File: src/rtl/cpu_pkg.sv
// Shared CPU front-end types: the fetch word record carried from fetch to decode.
package cpu_pkg;

  typedef struct packed {
    logic [31:0] pc;
    logic [31:0] instr;
    logic        miss;
    logic        illegal;
    logic        invalid;
  } fetch_entry_t;

  localparam int          FETCH_ENTRY_W = $bits(fetch_entry_t);
  localparam logic [31:0] NOP_INSTR     = 32'h0;

endpackage

File: src/rtl/fetch_queue_if.sv
// Fetch->decode queue bundle: push side from fetch, pop side to decode, plus occupancy status.
interface fetch_queue_if #(
  parameter int DEPTH = 4
);
  localparam int CNT_W = $clog2(DEPTH + 1);

  logic             push_valid;
  logic             push_ready;
  logic [31:0]      push_pc;
  logic [31:0]      push_instr;
  logic             push_miss;
  logic             push_illegal;
  logic             push_invalid;

  logic             pop_ready;
  logic             pop_valid;
  logic [31:0]      pop_pc;
  logic [31:0]      pop_instr;
  logic             pop_miss;
  logic             pop_illegal;
  logic             pop_invalid;

  logic [CNT_W-1:0] count;
  logic             almost_full;

  // Pipeline side (fetch producer + decode consumer)
  modport master (
    output push_valid, push_pc, push_instr, push_miss, push_illegal, push_invalid, pop_ready,
    input  push_ready, pop_valid, pop_pc, pop_instr, pop_miss, pop_illegal, pop_invalid,
           count, almost_full
  );

  // Queue side
  modport slave (
    input  push_valid, push_pc, push_instr, push_miss, push_illegal, push_invalid, pop_ready,
    output push_ready, pop_valid, pop_pc, pop_instr, pop_miss, pop_illegal, pop_invalid,
           count, almost_full
  );

endinterface

File: src/rtl/fetch_queue.sv
// Decoupling FIFO between fetch and decode with single-cycle flush.
// Optional zero-latency empty-queue bypass: define FETCH_QUEUE_BYPASS_EN.
module fetch_queue
  import cpu_pkg::*;
#(
  parameter int DEPTH       = 4,
  parameter int AFULL_LEVEL = DEPTH - 1
) (
  input  logic          clk,
  input  logic          resetn,
  input  logic          flush,
  fetch_queue_if.slave  fq
);

  localparam int PTR_W = $clog2(DEPTH);
  localparam int CNT_W = $clog2(DEPTH + 1);

  logic [FETCH_ENTRY_W-1:0] mem [DEPTH];

  logic [PTR_W-1:0] wrPtr;
  logic [PTR_W-1:0] rdPtr;
  logic [CNT_W-1:0] count;

  logic         full;
  logic         empty;
  logic         popValid;
  logic         doPush;
  logic         doPop;
  logic         wrEn;
  logic         rdEn;
  fetch_entry_t pushEntry;
  fetch_entry_t headEntry;
  fetch_entry_t outEntry;

  assign full  = (count == CNT_W'(DEPTH));
  assign empty = (count == '0);

  assign pushEntry = '{pc:      fq.push_pc,
                       instr:   fq.push_instr,
                       miss:    fq.push_miss,
                       illegal: fq.push_illegal,
                       invalid: fq.push_invalid};
  assign headEntry = fetch_entry_t'(mem[rdPtr]);

`ifdef FETCH_QUEUE_BYPASS_EN
  // An empty queue forwards the incoming word straight to decode, unless flushing.
  assign popValid = !empty || (fq.push_valid && !flush);
  assign outEntry = empty ? pushEntry : headEntry;
`else
  assign popValid = !empty;
  assign outEntry = headEntry;
`endif

  assign doPush = fq.push_valid && !full;
  assign doPop  = popValid && fq.pop_ready;

  // A pop while empty can only be a bypassed word: it is consumed without touching storage.
  assign wrEn = doPush && !(empty && doPop);
  assign rdEn = doPop && !empty;

  always_ff @(posedge clk or negedge resetn) begin
    if (!resetn) begin
      wrPtr <= '0;
      rdPtr <= '0;
      count <= '0;
    end else if (flush) begin
      wrPtr <= '0;
      rdPtr <= '0;
      count <= '0;
    end else begin
      if (wrEn) wrPtr <= wrPtr + PTR_W'(1);
      if (rdEn) rdPtr <= rdPtr + PTR_W'(1);
      case ({wrEn, rdEn})
        2'b10:   count <= count + CNT_W'(1);
        2'b01:   count <= count - CNT_W'(1);
        default: count <= count;
      endcase
    end
  end

  // Storage holds data only; validity is defined entirely by the pointers and count.
  always_ff @(posedge clk) begin
    if (wrEn && !flush) mem[wrPtr] <= FETCH_ENTRY_W'(pushEntry);
  end

  assign fq.push_ready  = !full;
  assign fq.pop_valid   = popValid;
  assign fq.pop_pc      = popValid ? outEntry.pc      : 32'h0;
  assign fq.pop_instr   = popValid ? outEntry.instr   : NOP_INSTR;
  assign fq.pop_miss    = popValid && outEntry.miss;
  assign fq.pop_illegal = popValid && outEntry.illegal;
  assign fq.pop_invalid = popValid && outEntry.invalid;
  assign fq.count       = count;
  assign fq.almost_full = (count >= CNT_W'(AFULL_LEVEL));

endmodule

File: src/flat_wrapper.sv
// flat-port wrapper written by rule: the top's interface ports become plain ports
module fetch_queue_flat import cpu_pkg::*;
#(
  parameter int DEPTH       = 4,
  parameter int AFULL_LEVEL = DEPTH - 1
)
  (clk, resetn, flush, fq_push_valid, fq_push_pc, fq_push_instr, fq_push_miss, fq_push_illegal, fq_push_invalid, fq_pop_ready, fq_push_ready, fq_pop_valid, fq_pop_pc, fq_pop_instr, fq_pop_miss, fq_pop_illegal, fq_pop_invalid, fq_count, fq_almost_full);
  fetch_queue_if #(.DEPTH(DEPTH)) fq_i ();
  input  logic clk;
  input  logic resetn;
  input  logic flush;
  input wire logic [$bits(fq_i.push_valid)-1:0] fq_push_valid;
  input wire logic [$bits(fq_i.push_pc)-1:0] fq_push_pc;
  input wire logic [$bits(fq_i.push_instr)-1:0] fq_push_instr;
  input wire logic [$bits(fq_i.push_miss)-1:0] fq_push_miss;
  input wire logic [$bits(fq_i.push_illegal)-1:0] fq_push_illegal;
  input wire logic [$bits(fq_i.push_invalid)-1:0] fq_push_invalid;
  input wire logic [$bits(fq_i.pop_ready)-1:0] fq_pop_ready;
  output wire logic [$bits(fq_i.push_ready)-1:0] fq_push_ready;
  output wire logic [$bits(fq_i.pop_valid)-1:0] fq_pop_valid;
  output wire logic [$bits(fq_i.pop_pc)-1:0] fq_pop_pc;
  output wire logic [$bits(fq_i.pop_instr)-1:0] fq_pop_instr;
  output wire logic [$bits(fq_i.pop_miss)-1:0] fq_pop_miss;
  output wire logic [$bits(fq_i.pop_illegal)-1:0] fq_pop_illegal;
  output wire logic [$bits(fq_i.pop_invalid)-1:0] fq_pop_invalid;
  output wire logic [$bits(fq_i.count)-1:0] fq_count;
  output wire logic [$bits(fq_i.almost_full)-1:0] fq_almost_full;
  assign fq_i.push_valid = fq_push_valid;
  assign fq_i.push_pc = fq_push_pc;
  assign fq_i.push_instr = fq_push_instr;
  assign fq_i.push_miss = fq_push_miss;
  assign fq_i.push_illegal = fq_push_illegal;
  assign fq_i.push_invalid = fq_push_invalid;
  assign fq_i.pop_ready = fq_pop_ready;
  assign fq_push_ready = fq_i.push_ready;
  assign fq_pop_valid = fq_i.pop_valid;
  assign fq_pop_pc = fq_i.pop_pc;
  assign fq_pop_instr = fq_i.pop_instr;
  assign fq_pop_miss = fq_i.pop_miss;
  assign fq_pop_illegal = fq_i.pop_illegal;
  assign fq_pop_invalid = fq_i.pop_invalid;
  assign fq_count = fq_i.count;
  assign fq_almost_full = fq_i.almost_full;
  fetch_queue #(.DEPTH(DEPTH), .AFULL_LEVEL(AFULL_LEVEL)) u_core (.clk(clk), .resetn(resetn), .flush(flush), .fq(fq_i));
endmodule
File: config.mk
export PLATFORM = sky130hd
export DESIGN_NAME = fetch_queue_flat
export DESIGN_NICKNAME = d
export VERILOG_FILES = /design/src/rtl/cpu_pkg.sv /design/src/rtl/fetch_queue_if.sv /design/src/rtl/fetch_queue.sv /design/src/flat_wrapper.sv
export SDC_FILE = /design/constraint.sdc
export NUM_CORES = 1
export LEC_CHECK = 0
export CORE_ASPECT_RATIO = 0.9
export CORE_MARGIN = 1.5
export CORE_UTILIZATION = 57
export CTS_BUF_LIST = sky130_fd_sc_hd__clkbuf_4 sky130_fd_sc_hd__clkbuf_8
export DETAILED_ROUTE_END_ITERATION = 7
export PLACE_DENSITY = 0.85
export SETUP_SLACK_MARGIN = 0.1
export SYNTH_ARGS = -nofsm -noshare
export SYNTH_HDL_FRONTEND = slang
export SYNTH_SLANG_ARGS = --single-unit
File: constraint.sdc
create_clock -name clk -period 3.4 [get_ports clk]
set_clock_uncertainty 0.15 [all_clocks]
set_input_delay 0.68 -clock clk [delete_from_list [all_inputs] [get_ports clk]]
set_output_delay 0.68 -clock clk [all_outputs]
set_load 0.1 [all_outputs]
### After elaboration in Yosys (flattened, before gate mapping)

Memory sizes are Yosys's and may differ from the RTL's.
Cells that the tools add are included.

* add/sub/neg operators: 4
* $lt $le $gt $ge: 1
* eq/ne operators: 3
* multiplexer cells: 10
* reductions and logical operators: 17

Operators with widths (count)
* 32-bit 2-to-1 mux: 2
* 1-bit logical AND: 9
* 2-bit 2-to-1 mux: 4
* 3-bit one-hot mux with 2 select lines: 1
* 2-bit by 1-bit adder with 2-bit output (second input constant): 2
* 1-bit logical NOT: 4
* 2-bit nonzero test: 2
* 3-bit by 1-bit adder with 3-bit output (second input constant): 1
* 3-bit == test (second input constant): 1
* 3-bit by 2-bit >= comparator with 1-bit output (second input constant): 1
* 3-bit logical NOT: 1
* 3-bit 2-to-1 mux: 1
* 3-bit nonzero test: 1
* 3-bit by 1-bit subtractor with 3-bit output (second input constant): 1
* 2-bit by 1-bit == test with 1-bit output (second input constant): 1
* 2-bit == test (second input constant): 1
* 1-bit 2-to-1 mux: 2

* register bits after elaboration: 7
* bits in writable memories: 268
* bits of input ports: 72
* output and inout port bits: 73
* logic and storage cells: 39
* memories: 1

Memories
* u_core.mem: words 4, bits a word 67, read ports 1, clocked after Yosys merged registers in 0, write ports 1, line fetch_queue.sv:18 `logic [FETCH_ENTRY_W-1:0] mem [DEPTH];`

### Logic depth before layout (Yosys ltp)

* depth after elaboration: 9
* depth in mapped cells: 9
* gate-level depth less buffers: 6

### Worst setup path after synthesis

No wires, ideal clock.

* path type: register to register
* start: reg u_core.count[0] (netlist: u_core.fq.count[0])
* end: mem u_core.mem[0][0] in the netlist's numbering (enable)
* library setup time: 432 ps
* data arrival time: 3931 ps
* required time: 2818 ps
* path slack: -1113 ps
* cell stages (with the launch flop): 5
* buffers on the path: 1
* clock period less this slack: 4513 ps
* cells stage by stage: dfrtp_1 -> buf_2 -> or3b_1 -> and3b_1 -> and2_1

* elaborated cells between the ends (all ways): 12
* those cells by class: 1 x eq/ne; 2 x mux; 9 x reduce/logical

RTL lines
* from (decl): line fetch_queue.sv:22 `logic [CNT_W-1:0] count;`
* from (signal assigned): line fetch_queue.sv:74 `2'b10: count <= count + CNT_W'(1);`
* from (signal assigned): line fetch_queue.sv:75 `2'b01: count <= count - CNT_W'(1);`
* from (signal assigned): line fetch_queue.sv:76 `default: count <= count;`
* 3-bit == test: line fetch_queue.sv:35 `assign full = (count == CNT_W'(DEPTH));`
* 1-bit logical NOT
* net fq_push_ready: line flat_wrapper.sv:19 `output wire logic [$bits(fq_i.push_ready)-1:0] fq_push_ready;`
* 1-bit logical AND: line fetch_queue.sv:54 `assign doPush = fq.push_valid && !full;`
* 1-bit logical AND: line fetch_queue.sv:58 `assign wrEn = doPush && !(empty && doPop);`
* 1-bit logical AND: line fetch_queue.sv:83 `if (wrEn && !flush) mem[wrPtr] <= FETCH_ENTRY_W'(pushEntry);`
* 1-bit 2-to-1 mux: line fetch_queue.sv:83
* 1-bit 2-to-1 mux (implied by the code): line fetch_queue.sv:83
* to (decl): line fetch_queue.sv:18

The timed path passes the listed nets, and every way through them passes these cells.

### Worst setup path in the final report

* start: reg u_core.rdPtr[0]
* end: out fq_pop_instr[8]

* word-level cells in the longest chain between the ends: 2

Ends and longest elaborated chain
* from (decl): line fetch_queue.sv:21 `logic [PTR_W-1:0] rdPtr;`
* from (signal assigned): line fetch_queue.sv:72 `if (rdEn) rdPtr <= rdPtr + PTR_W'(1);`
* memory read 4 x 67 bit
* 32-bit 2-to-1 mux: line fetch_queue.sv:89 `assign fq.pop_instr = popValid ? outEntry.instr : NOP_INSTR;`
* to (decl): line flat_wrapper.sv:22 `output wire logic [$bits(fq_i.pop_instr)-1:0] fq_pop_instr;`

Every way passes these cells.

==> results.py <==
metrics = {
    "die": {
        "start_util_pct": 58.08,
        "die_h_um": 132.9,
        "io_pins": 145,
        "rows": 47,
        "die_x_um": 147.4,
        "core_um2": 18410,
        "dieArea_um2": 19590,
    },
    "cts": {
        "clk_latency_ps": 520,
        "cts_sinks": 275,
        "cts_buffer_depth": 3,
        "cts_tree": "yes",
        "cts_root_buffer": "clkbuf_8",
        "clkTransAtPathRegs_ps": 60,
        "cts_buffers": 43,
        "htree_levels": 2,
        "ctsHoldBuffers": 0,
    },
    "worst_setup_path": {
        "timing.rr.start": "u_core.fq.count[0]",
        "crit_fanout": 19,
        "endpoint": "fq_pop_instr[8]",
        "critPathMaxStageDelay_ps": 520,
        "r2r_slack_ps": 830,
        "path_cells": "bufbuf_16 > mux4_2 > and2_1 > buf_12",
        "timing.rr.end": "u_core.fq.count[1]",
        "endpoint_kind": "output pin",
        "arrival_ps": 2320,
        "startpoint_type": "flip-flop",
        "critPathKind": "flip-flop to output pin",
        "crit_path_start": "u_core.rdPtr[0]",
        "critPathRequiredTime_ps": 2570,
        "crit_path_top_delay_cell": "dfrtp_4",
        "ff2ff_path_depth": 5,
    },
    "detailed_routing": {
        "drt-total-wl_um": 20520,
        "wire_per_inst_um": 21.64,
        "drtPass1Iterations": 5,
        "dr_total_vias": 5352,
        "drt-vias-per-instance": 5.646,
        "postRouteAntennaNets": 0,
        "drt_iter0_drc": 297,
        "remaining_drc_errors": 0,
    },
    "sta": {
        "worst_slack_ps": 253.0,
        "fin_crit_ps": 3147,
        "slew_viol_final": 0,
        "worstMarginPinSlew_ps": 457.3,
        "fin_crit_sh_pct": 92.56,
        "rsz0062_at_grt": "false",
        "setup_violations": 0,
        "relSlewSlack_pct": 69.52,
        "fmax_ghz": 0.3178,
        "hold_viol_final": 0,
        "setup_tns_ps": 0,
    },
    "layout": {
        "fillCellCount": 890,
        "finalInstanceArea_um2": 14140,
        "area_delta_synth_final_pct": 32.24,
        "drive_above_1_share_pct": 34.62,
        "nets": 747,
        "final_common_cell": "edfxtp_1",
        "mostFrequentLayoutCells": "edfxtp_1 (268), buf_12 (76), clkdlybuf4s50_1 (71)",
    },
    "global_route": {
        "gr-total-overflow": 0,
        "grt_pass1_wl_um": 32150,
        "grt_pass1_vias": 5880,
        "grt_max_degree": 41,
        "antenna_found_initial": 1,
        "grt_util_all_layers_pct": 21.76,
    },
    "logic_synthesis": {
        "synth_edf_count": 268,
        "synth.avg_cell_area_um2": 21.77,
        "postSynthCellCount": 491,
        "yosysTopAreaCellShare_pct": 75.28,
        "synth.area.top_cells": "edfxtp_1 (75%), mux4_2 (14%), and2_1 (4.2%)",
        "syn_area_um2": 10690,
        "ys.flop_type": "edfxtp_1",
        "ys_warn_count": 0,
        "synth-seq-cells": 275,
        "ys_seq_area_share_pct": 76.92,
        "yosys.area.top_type": "edfxtp_1",
        "syn-num-nets": 568,
        "async_flop_share_pct": 2.545,
        "synth.distinct_cells": 33,
    },
    "place": {
        "placed_area_um2": 13180,
        "dp_hpwl_um": 12940,
        "gp_congestion": 0.6967,
        "numPortBuffers": 144,
        "dpl_worst_slack_ps": 555.5,
    },
    "flow_run": {
        "cap_violations": 0,
    },
    "power": {
        "powerDensity_nw_per_um2": 771.3,
        "leakage_nw": 4.720,
        "ir_worst_vdd_uv": 536.6,
    },
    "worst_hold_path": {
        "min_path_type": "input port to asynchronous set/reset pin",
    },
    "run_status": {
        "status": "finished clean",
    },
}
[how the worst min path moves through the flow]
stage / from / cells after the start / endpoint
floorplan: resetn / 0 / u_core.fq.count[0]
global placement: u_core.wrPtr[1] / 2 / u_core.wrPtr[1]
detailed placement: u_core.wrPtr[1] / 2 / u_core.wrPtr[1]
CTS: resetn / 1 / u_core.fq.count[0]
global route: resetn / 1 / u_core.wrPtr[0]
finish: resetn / 1 / u_core.wrPtr[0]
[registers in the layout, indices dropped and copies added (netlist names)]
signal,count
u_core.fq.count,3
u_core.mem,268
u_core.rdPtr,2
u_core.wrPtr,2
[cell families after synthesis]
kind of cell,count (synthesis),share of synthesized area [%]
AO/OA/AOI/OAI,16,0.9715
XOR/XNOR,4,0.3278
adder cells (fa/ha/maj),5,0.6555
buffers and inverters,32,1.791
flip-flops,275,76.92
multiplexers,67,14.12
AND/OR/NAND/NOR,92,5.220
[cell usage after synthesis (2+ instances only)]
cell type / n
and2_1: 71
nand2_1: 5
mux4_2: 67
nand3_1: 3
buf_2: 13
clkbuf_1: 11
inv_1: 3
or3b_1: 2
nor2_1: 4
buf_12: 2
ha_1: 4
a21oi_1: 6
nand2b_1: 3
xor2_1: 2
dfrtp_1: 7
xnor2_1: 2
buf_6: 3
edfxtp_1: 268
[power breakdown]
part           internal [W]  switching [W]  leakage, nW
Combinational       0.00154        0.00263         1.74
Clock               0.00161        0.00117        0.464
Sequential          0.00388      0.0000784         2.52
Total               0.00703        0.00388         4.72
[through the flow]
stage	total power [W]	utilization [%]	hold WS, ps	std cells
3_5_place_dp	0.008169	71.63	445.4	866
2_1_floorplan	0.006706	-	234.4	491
4_1_cts	0.01101	76.79	289.6	947
5_1_grt	0.01124	76.81	322.0	948
6_report	0.01090	76.81	314.0	948
3_3_place_gp	0.008095	71.63	403.7	866
[worst max-delay path, delay by kind of cell (launching register included)]
family	cells	cell delay, ps
mux	1	520
flops	1	520
buf+inv	2	550
simple gates	1	200
[per-layer routing]
| metal | global-route usage [%] | vias up | wire length [um] |
|---|---|---|---|
| met3 | 4.034 | 24 | 1236 |
| met4 | 7.111 | 0 | 280 |
| met1 | 29.54 | 2761 | 8377 |
| met5 | 0 | - | 0 |
| met2 | 36.25 | 217 | 10620 |
| li1 | - | 2350 | - |
[area by class of cell]
class / count / area [um^2] / area share (%)
sequential: 275 / 8233 / 58.24
timing repair buffer: 163 / 2397 / 16.96
multi-input combinational: 184 / 2302 / 16.28
clock buffer: 56 / 720.7 / 5.098
tap: 245 / 306.5 / 2.168
clock inverter: 21 / 163.9 / 1.159
inverter: 3 / 11.26 / 0.07965
antenna: 1 / 2.502 / 0.01770
[what timing repair did]
action | 4_1_cts | 5_1_grt
gates resized for setup | 2 | 0
setup endpoints to repair | 39 | 0
setup buffers | 3 | 0
No activity file was read; power rests on OpenSTA's default activity.
